**src/rtl/mem_arbiter.sv**
```systemverilog
// Two-requester memory arbiter: fetch and data-stage ports share one memory
// command channel, with a single transaction outstanding at any time.
module mem_arbiter #(
    parameter int unsigned ADDR_W     = 32,
    parameter int unsigned DATA_W     = 32,
    parameter int unsigned MAX_STREAK = 4
) (
    input  logic                  clk,
    input  logic                  rst,
    // fetch port
    input  logic                  if_req,
    input  logic [ADDR_W-1:0]     if_addr,
    output logic                  if_gnt,
    output logic                  if_rvalid,
    output logic [DATA_W-1:0]     if_rdata,
    // data-stage port
    input  logic                  dm_req,
    input  logic                  dm_we,
    input  logic [DATA_W/8-1:0]   dm_be,
    input  logic [ADDR_W-1:0]     dm_addr,
    input  logic [DATA_W-1:0]     dm_wdata,
    output logic                  dm_gnt,
    output logic                  dm_rvalid,
    output logic [DATA_W-1:0]     dm_rdata,
    // shared memory port
    output logic                  mem_req,
    output logic                  mem_we,
    output logic [DATA_W/8-1:0]   mem_be,
    output logic [ADDR_W-1:0]     mem_addr,
    output logic [DATA_W-1:0]     mem_wdata,
    input  logic                  mem_gnt,
    input  logic                  mem_rvalid,
    input  logic [DATA_W-1:0]     mem_rdata,
    output logic                  busy
);

    localparam int unsigned BE_W       = DATA_W / 8;
    localparam logic [3:0]  STREAK_MAX = 4'(MAX_STREAK);

    typedef enum logic [1:0] {
        IDLE = 2'd0,
        CMD  = 2'd1,
        RSP  = 2'd2
    } state_t;

    state_t              r_state;
    state_t              w_state_nxt;
    logic                r_owner_dm;
    logic [3:0]          r_streak;
    logic                r_we;
    logic [BE_W-1:0]     r_be;
    logic [ADDR_W-1:0]   r_addr;
    logic [DATA_W-1:0]   r_wdata;
    logic                w_dm_win;
    logic                w_load;

    assign mem_we    = r_we;
    assign mem_be    = r_be;
    assign mem_addr  = r_addr;
    assign mem_wdata = r_wdata;

    // Data wins unless fetch has been starved for MAX_STREAK grants.
    always_comb begin
        w_dm_win = dm_req && !(if_req && (r_streak == STREAK_MAX));
    end

    // State register.
    always_ff @(posedge clk) begin
        if (rst) begin
            r_state <= IDLE;
        end else begin
            r_state <= w_state_nxt;
        end
    end

    // Next-state and handshake outputs; everything forced quiet while in reset.
    always_comb begin
        w_state_nxt = r_state;
        w_load      = 1'b0;
        mem_req     = 1'b0;
        if_gnt      = 1'b0;
        dm_gnt      = 1'b0;
        if_rvalid   = 1'b0;
        dm_rvalid   = 1'b0;
        if_rdata    = '0;
        dm_rdata    = '0;
        busy        = 1'b0;
        if (!rst) begin
            case (r_state)
                IDLE: begin
                    if (if_req || dm_req) begin
                        w_load      = 1'b1;
                        w_state_nxt = CMD;
                    end
                end
                CMD: begin
                    busy    = 1'b1;
                    mem_req = 1'b1;
                    if_gnt  = !r_owner_dm && mem_gnt;
                    dm_gnt  = r_owner_dm && mem_gnt;
                    if (mem_gnt) begin
                        w_state_nxt = RSP;
                    end
                end
                RSP: begin
                    busy = 1'b1;
                    if (mem_rvalid) begin
                        if (r_owner_dm) begin
                            dm_rvalid = 1'b1;
                            dm_rdata  = mem_rdata;
                        end else begin
                            if_rvalid = 1'b1;
                            if_rdata  = mem_rdata;
                        end
                        w_state_nxt = IDLE;
                    end
                end
                default: w_state_nxt = IDLE;
            endcase
        end
    end

    // Capture the winning command, owner and starvation streak at arbitration.
    always_ff @(posedge clk) begin
        if (rst) begin
            r_owner_dm <= 1'b0;
            r_streak   <= 4'd0;
            r_we       <= 1'b0;
            r_be       <= '0;
            r_addr     <= '0;
            r_wdata    <= '0;
        end else if (w_load) begin
            r_owner_dm <= w_dm_win;
            if (w_dm_win) begin
                r_we    <= dm_we;
                r_be    <= dm_be;
                r_addr  <= dm_addr;
                r_wdata <= dm_wdata;
                if (if_req) begin
                    r_streak <= (r_streak < STREAK_MAX) ? r_streak + 4'd1 : STREAK_MAX;
                end else begin
                    r_streak <= 4'd0;
                end
            end else begin
                r_we     <= 1'b0;
                r_be     <= '1;
                r_addr   <= if_addr;
                r_wdata  <= '0;
                r_streak <= 4'd0;
            end
        end
    end

endmodule

```
**config.mk**
```make
export PLATFORM = sky130hd
export DESIGN_NAME = mem_arbiter
export DESIGN_NICKNAME = d
export VERILOG_FILES = /design/src/rtl/mem_arbiter.sv
export SDC_FILE = /design/constraint.sdc
export NUM_CORES = 1
export LEC_CHECK = 0
export CORE_UTILIZATION = 31
export CTS_CLUSTER_SIZE = 30
export DETAILED_ROUTE_END_ITERATION = 6
export PLACE_DENSITY = 0.78
export REMOVE_ABC_BUFFERS = 1
export SLEW_MARGIN = 20
export SYNTH_ARGS = -nofsm -noshare
export SYNTH_HDL_FRONTEND = slang
export SYNTH_SLANG_ARGS = --single-unit
```
**constraint.sdc**
```tcl
create_clock -name clk -period 1.72 [get_ports clk]
set_input_delay 0.172 -clock clk [delete_from_list [all_inputs] [get_ports clk]]
set_output_delay 0.172 -clock clk [all_outputs]
set_load 0.02 [all_outputs]
```
==> impl_metrics.py <==
metrics = {
    "outcome": {
        "status": "complete, but fails checks",
        "violations": "setup timing",
    },
    "final_layout": {
        "fin_cells": 816,
        "drive_above_1_share_pct": 28.0,
        "finish.utilization_pct": 66.0,
        "area_delta_synth_final_pct": 107,
        "fillers": 878,
        "nets": 810,
    },
    "clocking": {
        "cts_tree": "done",
        "cts_root_buf": "clkbuf_16",
        "path_clk_slew_ns": 0.06,
        "cts_hold_buf": 0,
        "cts_buffers": 9,
        "cts_max_level": 3,
        "clock_latency_ns": 0.34,
        "clk_path_buf_depth": 2,
        "clock_sinks": 76,
    },
    "route": {
        "met3WireLength_mm": 1.26,
        "drc": 0,
        "wl_per_cell_um": 19.7,
        "dr_wl_met2_mm": 8.62,
        "finalWirelength_mm": 16.1,
        "top_layer": "met4",
        "vias_per_cell": 5.24,
        "vias": 4273,
        "firstDrtPassIters": 4,
        "drt_iter0_drc": 249,
        "wl_met1_mm": 5.69,
        "ant_nets": 0,
    },
    "power": {
        "p_leak_uw": 0.00311,
        "irDropWorstVdd_mv": 0.697,
        "pwr-share-clk_pct": 24.9,
        "p_int_uw": 4620,
        "power.share.sequential_pct": 32.8,
        "switching_share_pct": 32.5,
        "power_uw": 6850,
        "power_switching_uw": 2230,
        "pwr-share-comb_pct": 42.3,
        "powerDensity_nw_per_um2": 909,
    },
    "worst_setup_path": {
        "path_cells": "inv_2 -> ha_4 -> nand2_4 -> nor3_4 -> buf_6 -> clkbuf_16 -> and2_4 -> buf_6",
        "cp_slowest_cell": "dfxtp_2",
        "arrival_ns": 1.69,
        "required_ns": 1.55,
        "cpMostUsedCell": "buf_6",
        "cpPeakStageDelay_ns": 0.33,
        "worstSetupPathType": "reg -> out",
        "cp-end-kind": "primary output",
        "setup.worst_path.start_class": "flop",
        "cp_max_fo": 8,
    },
    "synthesis": {
        "synth_top_area_share_pct": 41.8,
        "synth_seq_cells": 76,
        "yosysMostFrequentCell": "dfxtp_1",
        "yosys.cell_types.count": 29,
        "async_flop_share_pct": 0,
        "syn_area_per_cell_um2": 9.91,
        "synth_top_area_cell": "dfxtp_1",
        "synthTopCellsByCount": "76 x dfxtp_1, 65 x and2_1, 35 x nor3b_1",
        "synthCells": 367,
        "syn-cell-area_um2": 3640,
        "yosysWarnings": 0,
        "ys_seq_area_share_pct": 41.8,
        "synthFlopType": "dfxtp_1",
        "synth_edf_count": 0,
        "synthTopCellsByArea": "dfxtp_1 42%, and2_1 11%, a221o_1 8.8%",
    },
    "place": {
        "dpl.hpwl_mm": 11.1,
        "place_congestion": 0.864,
        "dp.cells": 778,
        "port_buffers": 277,
    },
    "floorplanning": {
        "initial_core_util_pct": 31.9,
        "num_io_pins": 278,
        "die-area_um2": 12200,
        "die_y_um": 110,
        "die_w_um": 110,
        "fp.coreArea_um2": 11400,
        "rows": 39,
    },
    "sta": {
        "layout_worst_path_cycle_share_pct": 108,
        "worst_pin_slew_ns": 0.328,
        "hold_violations": 0,
        "min_period_ns": 1.86,
        "grt_setup_unrepaired": "yes",
        "timing.hold.ws_ns": 0.232,
        "final.setup_skew_ns": 0.0104,
        "maxSlewViolCount": 0,
        "finalSetupViolCount": 65,
        "layout_setup_ws_ns": -0.137,
        "fmax_ghz": 0.538,
        "slew_headroom_pct": 78.1,
    },
    "global_routing": {
        "first_global_vias": 4381,
        "grt_max_degree": 38,
        "antenna_found_initial": 4,
        "grt_pass1_wl_mm": 22.9,
        "overflow": 0,
        "grt_use_total_pct": 25.3,
    },
    "hold_path": {
        "hp-class": "in -> reg",
    },
    "flow_run": {
        "maxCapViolCount": 0,
    },
}
what timing repair did:
| action | in CTS | in global routing |
|---|---|---|
| setup endpoints to repair | 105 | 120 |
| resized for setup | 369 | 107 |
| gates cloned | 4 | 3 |
| pin swaps | 3 | 14 |
| setup buffers | 6 | 6 |
sequential cells by signal (all words and copies together), names as in the netlist:
| name | flops |
|---|---|
| mem_we | 1 |
| r_state | 2 |
| r_streak | 4 |
| r_owner_dm | 1 |
| mem_be | 4 |
| mem_wdata | 32 |
| mem_addr | 32 |
routing by layer:
metal	vias up	GRT usage (%)
met4	0	14.7
met2	223	47.2
met1	2043	25.8
met3	25	5.41
met5	-	0
li1	1982	-
power groups by stage:
| stage | sequential (µW) | clock [µW] | combinational (µW) |
|---|---|---|---|
| 6_report | 2240 | 1710 | 2900 |
| 5_1_grt | 2280 | 1830 | 3080 |
| 4_1_cts | 2240 | 1750 | 2760 |
| 3_5_place_dp | 2270 | 0 | 2540 |
| 3_3_place_gp | 2250 | 0 | 2490 |
| 2_1_floorplan | 2590 | 0 | 748 |
worst max-delay path: cells and delay by family (launching register included):
kind | cells | cell delay, ns
and+or+nand+nor | 3 | 0.38
DFF | 1 | 0.33
adders and majority gates | 1 | 0.15
buffers and inverters | 4 | 0.49
path summary, 6_finish.rpt:
| kind | slack [ns] | start | end | depth (start not counted) |
|---|---|---|---|---|
| worst max-delay path | -0.14 | r_state[0] | if_rdata[19] | 8 |
| worst min-delay path | 0.23 | rst | r_state[1] | 2 |
| worst max register to register | 0.02 | r_state[0] | mem_addr[2] | 8 |
| worst min register to register | 0.47 | mem_wdata[23] | mem_wdata[23] | 1 |
kinds of logic after synthesis:
| family | share of synthesized area [%] |
|---|---|
| adder cells (fa/ha/maj) | 2.41 |
| AND/OR/NAND/NOR | 29.8 |
| AO/OA/AOI/OAI | 20.4 |
| buffers and inverters | 5.57 |
| flip-flops | 41.8 |
final cells by class:
| cell class | instances | area, µm² | area share [%] |
|---|---|---|---|
| Clock inverter | 7 | 43.8 | 0.581 |
| Inverter | 8 | 35.0 | 0.465 |
| Antenna cell | 4 | 10.0 | 0.133 |
| Clock buffer | 9 | 225 | 2.99 |
| Tap cell | 143 | 179 | 2.37 |
| Timing Repair Buffer | 325 | 3400 | 45.1 |
| Multi-Input combinational cell | 244 | 2120 | 28.1 |
| Sequential cell | 76 | 1520 | 20.2 |
per-stage QoR:
stage / area [µm²] / setup TNS (ns) / worst slack (ns)
4_1_cts: 7270 / -8.18 / -0.209
2_1_floorplan: 3470 / -216.62 / -2.19
3_3_place_gp: 6750 / -26.98 / -0.385
3_5_place_dp: 6750 / -29.05 / -0.406
6_report: 7540 / -6.59 / -0.137
5_1_grt: 7540 / -12.19 / -0.221
layout by cell type (no fill, tap or decap), drive strengths merged, types with 2 or more instances in the layout:
master,instances
a21oi,6
a221o,32
a22o,33
a32o,3
and2,65
and3,2
and4,32
buf,115
clkbuf,12
clkdlybuf4s50,206
clkinv,5
clkinvlp,2
dfxtp,76
diode,4
ha,7
inv,8
nand2,3
nand2b,2
nand4,2
nor2b,7
nor3,2
nor3b,35
o21ai,2
o31a,4
o31ai,2
Note: power is estimated with default switching activity, not from simulation.
